$ cat src/rtl/mc_trip_monitor_pkg.sv
// rtl/mc_trip_monitor_pkg.sv - shared state, error codes and helpers for the trip monitor
package mc_trip_monitor_pkg;

  typedef enum logic [1:0] {RUN, DONE, ERROR} state_t;

  localparam logic [2:0] ERR_NONE     = 3'd0;
  localparam logic [2:0] ERR_OVERLOAD = 3'd1;
  localparam logic [2:0] ERR_DIR      = 3'd2;
  localparam logic [2:0] ERR_UNSAFE   = 3'd3;
  localparam logic [2:0] ERR_STALL    = 3'd4;
  localparam logic [2:0] ERR_FINISH   = 3'd5;
  localparam logic [2:0] ERR_RESTART  = 3'd6;

  localparam logic [1:0] START_M = 2'd3;
  localparam logic [1:0] START_C = 2'd3;

  // Widened to 3 bits so two differences can be summed without overflow.
  function automatic logic [2:0] abs_diff(input logic [1:0] a, input logic [1:0] b);
    return (a >= b) ? {1'b0, a - b} : {1'b0, b - a};
  endfunction

endpackage

$ cat src/rtl/mc_bank_safe.sv
// rtl/mc_bank_safe.sv - combinational safety check of one river bank
module mc_bank_safe (
  input  logic [1:0] m,
  input  logic [1:0] c,
  output logic       safe
);

  assign safe = (m == 2'd0) || (c <= m);

endmodule

$ cat src/rtl/mc_trip_monitor.sv
// rtl/mc_trip_monitor.sv - checks solver output trip by trip, counts trips and solutions
module mc_trip_monitor
  import mc_trip_monitor_pkg::*;
#(
  parameter int TRIP_W    = 5,
  parameter int SOLVE_W   = 4,
  parameter int STALL_MAX = 4
) (
  input  logic               clk,
  input  logic               reset,
  input  logic [1:0]         missionary_next,
  input  logic [1:0]         cannibal_next,
  input  logic               finish,
  output logic               trip_valid,
  output logic [1:0]         load_m,
  output logic [1:0]         load_c,
  output logic               boat_side,
  output logic [TRIP_W-1:0]  trip_count,
  output logic [SOLVE_W-1:0] solve_count,
  output logic               done,
  output logic               error,
  output logic [2:0]         err_code
);

  localparam int STALL_W = $clog2(STALL_MAX + 1);

  state_t             state;
  logic [1:0]         prev_m;
  logic [1:0]         prev_c;
  logic [STALL_W-1:0] stall_cnt;

  logic [2:0] dm;
  logic [2:0] dc;
  logic [2:0] load;
  logic [1:0] far_m;
  logic [1:0] far_c;
  logic       near_safe;
  logic       far_safe;
  logic       wrong_dir;
  logic       at_zero;
  logic       at_start;
  logic [2:0] check_code;

  assign dm    = abs_diff(missionary_next, prev_m);
  assign dc    = abs_diff(cannibal_next, prev_c);
  assign load  = dm + dc;
  assign far_m = START_M - missionary_next;
  assign far_c = START_C - cannibal_next;

  assign at_zero  = (missionary_next == 2'd0) && (cannibal_next == 2'd0);
  assign at_start = (missionary_next == START_M) && (cannibal_next == START_C);

  // Boat on start bank can only take people away from it, and vice versa.
  assign wrong_dir = boat_side ? ((missionary_next < prev_m) || (cannibal_next < prev_c))
                               : ((missionary_next > prev_m) || (cannibal_next > prev_c));

  mc_bank_safe u_near (.m(missionary_next), .c(cannibal_next), .safe(near_safe));
  mc_bank_safe u_far  (.m(far_m),           .c(far_c),         .safe(far_safe));

  always_comb begin
    check_code = ERR_NONE;
    if (load > 3'd2)
      check_code = ERR_OVERLOAD;
    else if (wrong_dir)
      check_code = ERR_DIR;
    else if (!(near_safe && far_safe))
      check_code = ERR_UNSAFE;
    else if (finish != at_zero)
      check_code = ERR_FINISH;
  end

  always_ff @(posedge clk or posedge reset) begin
    if (reset) begin
      state       <= RUN;
      prev_m      <= START_M;
      prev_c      <= START_C;
      stall_cnt   <= '0;
      trip_valid  <= 1'b0;
      load_m      <= 2'd0;
      load_c      <= 2'd0;
      boat_side   <= 1'b0;
      trip_count  <= '0;
      solve_count <= '0;
      done        <= 1'b0;
      error       <= 1'b0;
      err_code    <= ERR_NONE;
    end else begin
      trip_valid <= 1'b0;
      case (state)
        RUN: begin
          if (load == 3'd0) begin
            if (stall_cnt == STALL_W'(STALL_MAX - 1)) begin
              state    <= ERROR;
              error    <= 1'b1;
              err_code <= ERR_STALL;
            end else begin
              stall_cnt <= stall_cnt + STALL_W'(1);
            end
          end else if (check_code != ERR_NONE) begin
            state    <= ERROR;
            error    <= 1'b1;
            err_code <= check_code;
          end else begin
            trip_valid <= 1'b1;
            load_m     <= dm[1:0];
            load_c     <= dc[1:0];
            boat_side  <= ~boat_side;
            prev_m     <= missionary_next;
            prev_c     <= cannibal_next;
            stall_cnt  <= '0;
            if (trip_count != '1)
              trip_count <= trip_count + TRIP_W'(1);
            // A legal trip to 0/0 already implies finish was asserted.
            if (at_zero) begin
              state       <= DONE;
              done        <= 1'b1;
              solve_count <= solve_count + SOLVE_W'(1);
            end
          end
        end
        DONE: begin
          if (at_start) begin
            state      <= RUN;
            done       <= 1'b0;
            trip_count <= '0;
            boat_side  <= 1'b0;
            prev_m     <= START_M;
            prev_c     <= START_C;
            stall_cnt  <= '0;
          end else if (!at_zero) begin
            state    <= ERROR;
            done     <= 1'b0;
            error    <= 1'b1;
            err_code <= ERR_RESTART;
          end
        end
        default: ;
      endcase
    end
  end

endmodule

$ cat config.mk
export PLATFORM = sky130hd
export DESIGN_NAME = mc_trip_monitor
export DESIGN_NICKNAME = d
export VERILOG_FILES = /design/src/rtl/mc_trip_monitor_pkg.sv /design/src/rtl/mc_bank_safe.sv /design/src/rtl/mc_trip_monitor.sv
export SDC_FILE = /design/constraint.sdc
export NUM_CORES = 1
export LEC_CHECK = 0
export CORE_UTILIZATION = 28
export CTS_CLUSTER_DIAMETER = 100
export DETAILED_ROUTE_END_ITERATION = 7
export HOLD_SLACK_MARGIN = 0.15
export SKIP_CTS_REPAIR_TIMING = 1
export SLEW_MARGIN = 15
export SYNTH_ARGS = -nofsm -noshare
export SYNTH_HDL_FRONTEND = slang
export SYNTH_SLANG_ARGS = --single-unit
$ cat constraint.sdc
create_clock -name clk -period 3.5 [get_ports clk]
set_input_delay 0.525 -clock clk [delete_from_list [all_inputs] [get_ports clk]]
set_output_delay 0.525 -clock clk [all_outputs]
set_load 0.005 [all_outputs]
==> results of run 1 <==
final cells by class:
class	count	area (sq um)	share of cell area, %
multi-input combinational	119	1130	41.0
inverter	18	67.6	2.46
clock inverter	1	5.00	0.182
clock buffer	7	96.3	3.51
timing repair buffer	68	624	22.8
tap	75	93.8	3.42
sequential	29	731	26.6
kinds of logic (layout without fill, tap and decap cells):
group | Yosys count | count (layout)
AO/OA/AOI/OAI | 45 | 45
AND/OR/NAND/NOR | 45 | 45
flip-flops | 29 | 29
buffers and inverters | 20 | 94
adder cells (fa/ha/maj) | 19 | 19
XOR/XNOR | 5 | 5
multiplexers | 5 | 5
flip-flops by register name, indices dropped and copies added, names as in the netlist:
register and cells:
load_c 2, done 1, prev_c 2, stall_cnt 3, solve_count 4, load_m 2, trip_valid 1, trip_count 5
error 1, state 2, boat_side 1, prev_m 2, err_code 3
layout by cell type (no fill, tap or decap), types with 3 or more instances in the layout:
cell type,Yosys,routed
a2bb2oi_2,0,4
nand3_1,5,3
clkdlybuf4s50_1,0,22
clkbuf_8,0,7
ha_1,16,14
nor3_4,2,3
nor2_1,11,10
a21oi_1,10,7
buf_6,0,7
inv_2,0,4
nor3_1,4,3
nand2_1,9,8
inv_1,18,14
dfstp_2,4,4
xnor2_1,4,3
dfrtp_1,25,25
o21ai_0,9,7
dlymetal6s2s_1,0,4
buf_4,0,34
a21oi_2,1,4
nor4_4,2,3
power by group:
part	internal, mW	switching (mW)
logic	0.0812	0.0730
clock network	0.177	0.125
registers	0.343	0.00426
metrics by stage:
step / total power, mW / std cells / instance area (sq um) / utilization [%] / TNS, ns
2_1_floorplan: 0.421 / 168 / 1800 / - / -0.0496
3_5_place_dp: 0.492 / 304 / 2440 / 40.2 / -16.05
3_3_place_gp: 0.490 / 304 / 2440 / 40.2 / -13.85
4_1_cts: 0.803 / 312 / 2540 / 41.9 / -8.16
5_1_grt: 0.844 / 317 / 2740 / 45.3 / -3.69
6_report: 0.804 / 317 / 2740 / 45.3 / -0.435
final timing paths:
check / from / endpoint
max in group asynchronous: reset / prev_m[1]
worst min-delay path: error / error
min in group asynchronous: reset / trip_count[1]
worst min register to register: error / error
worst max register to register: prev_c[0] / error
worst max-delay path: prev_c[0] / error
worst max-delay path: stages, from the launching register on:
cell and delay [ns]:
dfstp_2 0.56, ha_4 0.13, inv_2 0.03, fa_1 0.55, a21oi_2 0.07, o22ai_2 0.22, fa_1 0.49, xnor2_1 0.15
nor2_1 0.14, or2b_4 0.30, buf_6 0.13, nor3_4 0.25, nor3_4 0.07, or3_1 0.35
layer usage:
layer | vias to the layer above | share of wire, %
met2 | 37 | 47
met1 | 743 | 46
met5 | - | 0
met4 | 0 | 1.6
met3 | 6 | 5.3
li1 | 755 | -
==> qor.csv, run 1 <==
stage;metric;value;unit
status;status;complete, but fails checks;
status;violated checks;setup timing;
critical_path;R2R cell count;13;
die;Site Rows;28;
global_routing;grt total ovfl;0;
detailed_routing;router iterations before antenna repair;4;
final_layout;Final #Nets;267;
synth;share of flip-flops with an asynchronous set or reset;100;%
sta;Setup violations, final;15;
final_layout;Fill cells;578;
global_routing;all-layer global routing usage;13.6;%
global_routing;vias in the first global route;1461;
power;Power Density;293;nW/um^2
synth;synthesized net count;194;
sta;hold slack final;0.468;ns
die;Initial Util;29.5;%
global_routing;global-route wire length before repair;6800;um
sta;Rel. slew slack;62.8;%
synth;post-synthesis mux area share;3.07;%
global_routing;met2 usage;21.2;%
clock_tree;CTS root buf;clkbuf_8;
clock_tree;clock-pin slew on the worst setup and hold paths;0.06;ns
detailed_routing;post-route ant nets;0;
final_layout;share of cells above drive strength 1;38.8;%
worst_hold_path;Min-Delay Path Class;reg -> reg;
detailed_routing;Vias;1541;
clock_tree;CTS sink cnt;29;
sta;Slew @ Worst Pin;0.558;ns
worst_hold_path;hold path depth;1;
critical_path;R2R Setup Slk;-0.07;ns
die;core area;6060;sq um
detailed_routing;routed vias/inst;4.86;
sta;clk_skew;0.00549;ns
critical_path;critical path type;reg -> reg;
global_routing;largest net degree at the start of global routing;30;
flow_run;max-cap violation count;0;
power;Leak;1.25;nW
detailed_routing;DRC violations left;0;
synth;post-synthesis compound-gate area fraction;18.3;%
synth;Post-Synthesis Cells;168;
die;Die Area;6720;sq um
synth;most instantiated cells after synthesis;25 x dfrtp_1, 18 x inv_1, 16 x ha_1;
placement;PortBufs;26;
synth;most common cell in the synthesized netlist;dfrtp_1;
critical_path;type of origin of the critical path;register;
synth;combinational family with the most area after synthesis;compound AO/OA/AOI/OAI gates;
synth;Mapped Area;1790;sq um
sta;Fin. Hold Viols;0;
detailed_routing;initial drt markers;45;
detailed_routing;DR WL/cell;13.1;um
synth;adder-cell share of the synthesized area;14.5;%
critical_path;WP data required;3.66;ns
clock_tree;Num CTS Buffers;5;
synth;Mean Syn Cell Area;10.7;sq um
clock_tree;CTS tree;done;
global_routing;initial antenna violation count;0;
synth;Synth Area in XOR/XNOR;2.87;%
sta;Final Max Tran Viols;0;
sta;f_max;280;MHz
critical_path;endpoint class of the critical path;register;
synth;Post-synth EDFFs;0;
global_routing;met1 GRT Util;17.6;%
clock_tree;Skew-Pair Late Insertion Delay;0.28;ns
final_layout;Area growth, synth to finish;53.2;%
synth;Yosys Warn Count;0;
clock_tree;Clock Tree Buf Depth;2;
synth;Synth area leader;dfrtp_1;
final_layout;n_diodes;0;
placement;routability cong.;0.760;
synth;Top FF cell, synth;dfrtp_1;
clock_tree;H-tree levels;2;
sta;RSZ-0062 raised after global routing;yes;
synth;Seq cells post-synth;29;
global_routing;Top Usage Layer GRT;met2;
power;VDD IR-drop max;0.000255;V
critical_path;CP max FO;4;
global_routing;GR Util met3;4.22;%
synth;sequential-to-total area share from yosys stat;40.8;%
synth;synth top area cells;dfrtp_1 35%, ha_1 11%, dfstp_2 5.9%, inv_1 3.8%, fa_1 3.4%;
sta;Final Critical Period;3.57;ns
detailed_routing;Routed Wire Length;4160;um
die;die height;82.0;um
synth;share of the synthesized area in the top cell type;34.9;%
die;Die X;82.0;um
sta;setup ws final;-0.0657;ns
placement;Post-DP HPWL;3040;um
synth;Distinct cells, synth;49;
sta;Tcrit/Tclk final;102;%
critical_path;CP arrival;3.73;ns
synth;simple-gate portion of the synthesized area;16.1;%
die;IO Pins;27;
placement;worst slack, placed;-0.669;ns
Note: power is estimated with default switching activity, not from simulation.
==> run 2, diff against run 1 <==
TNS_END_PERCENT = 100   (was unset)
==> results of run 2 <==
The final DEF is identical to that of run 1; final timing and power are the same.
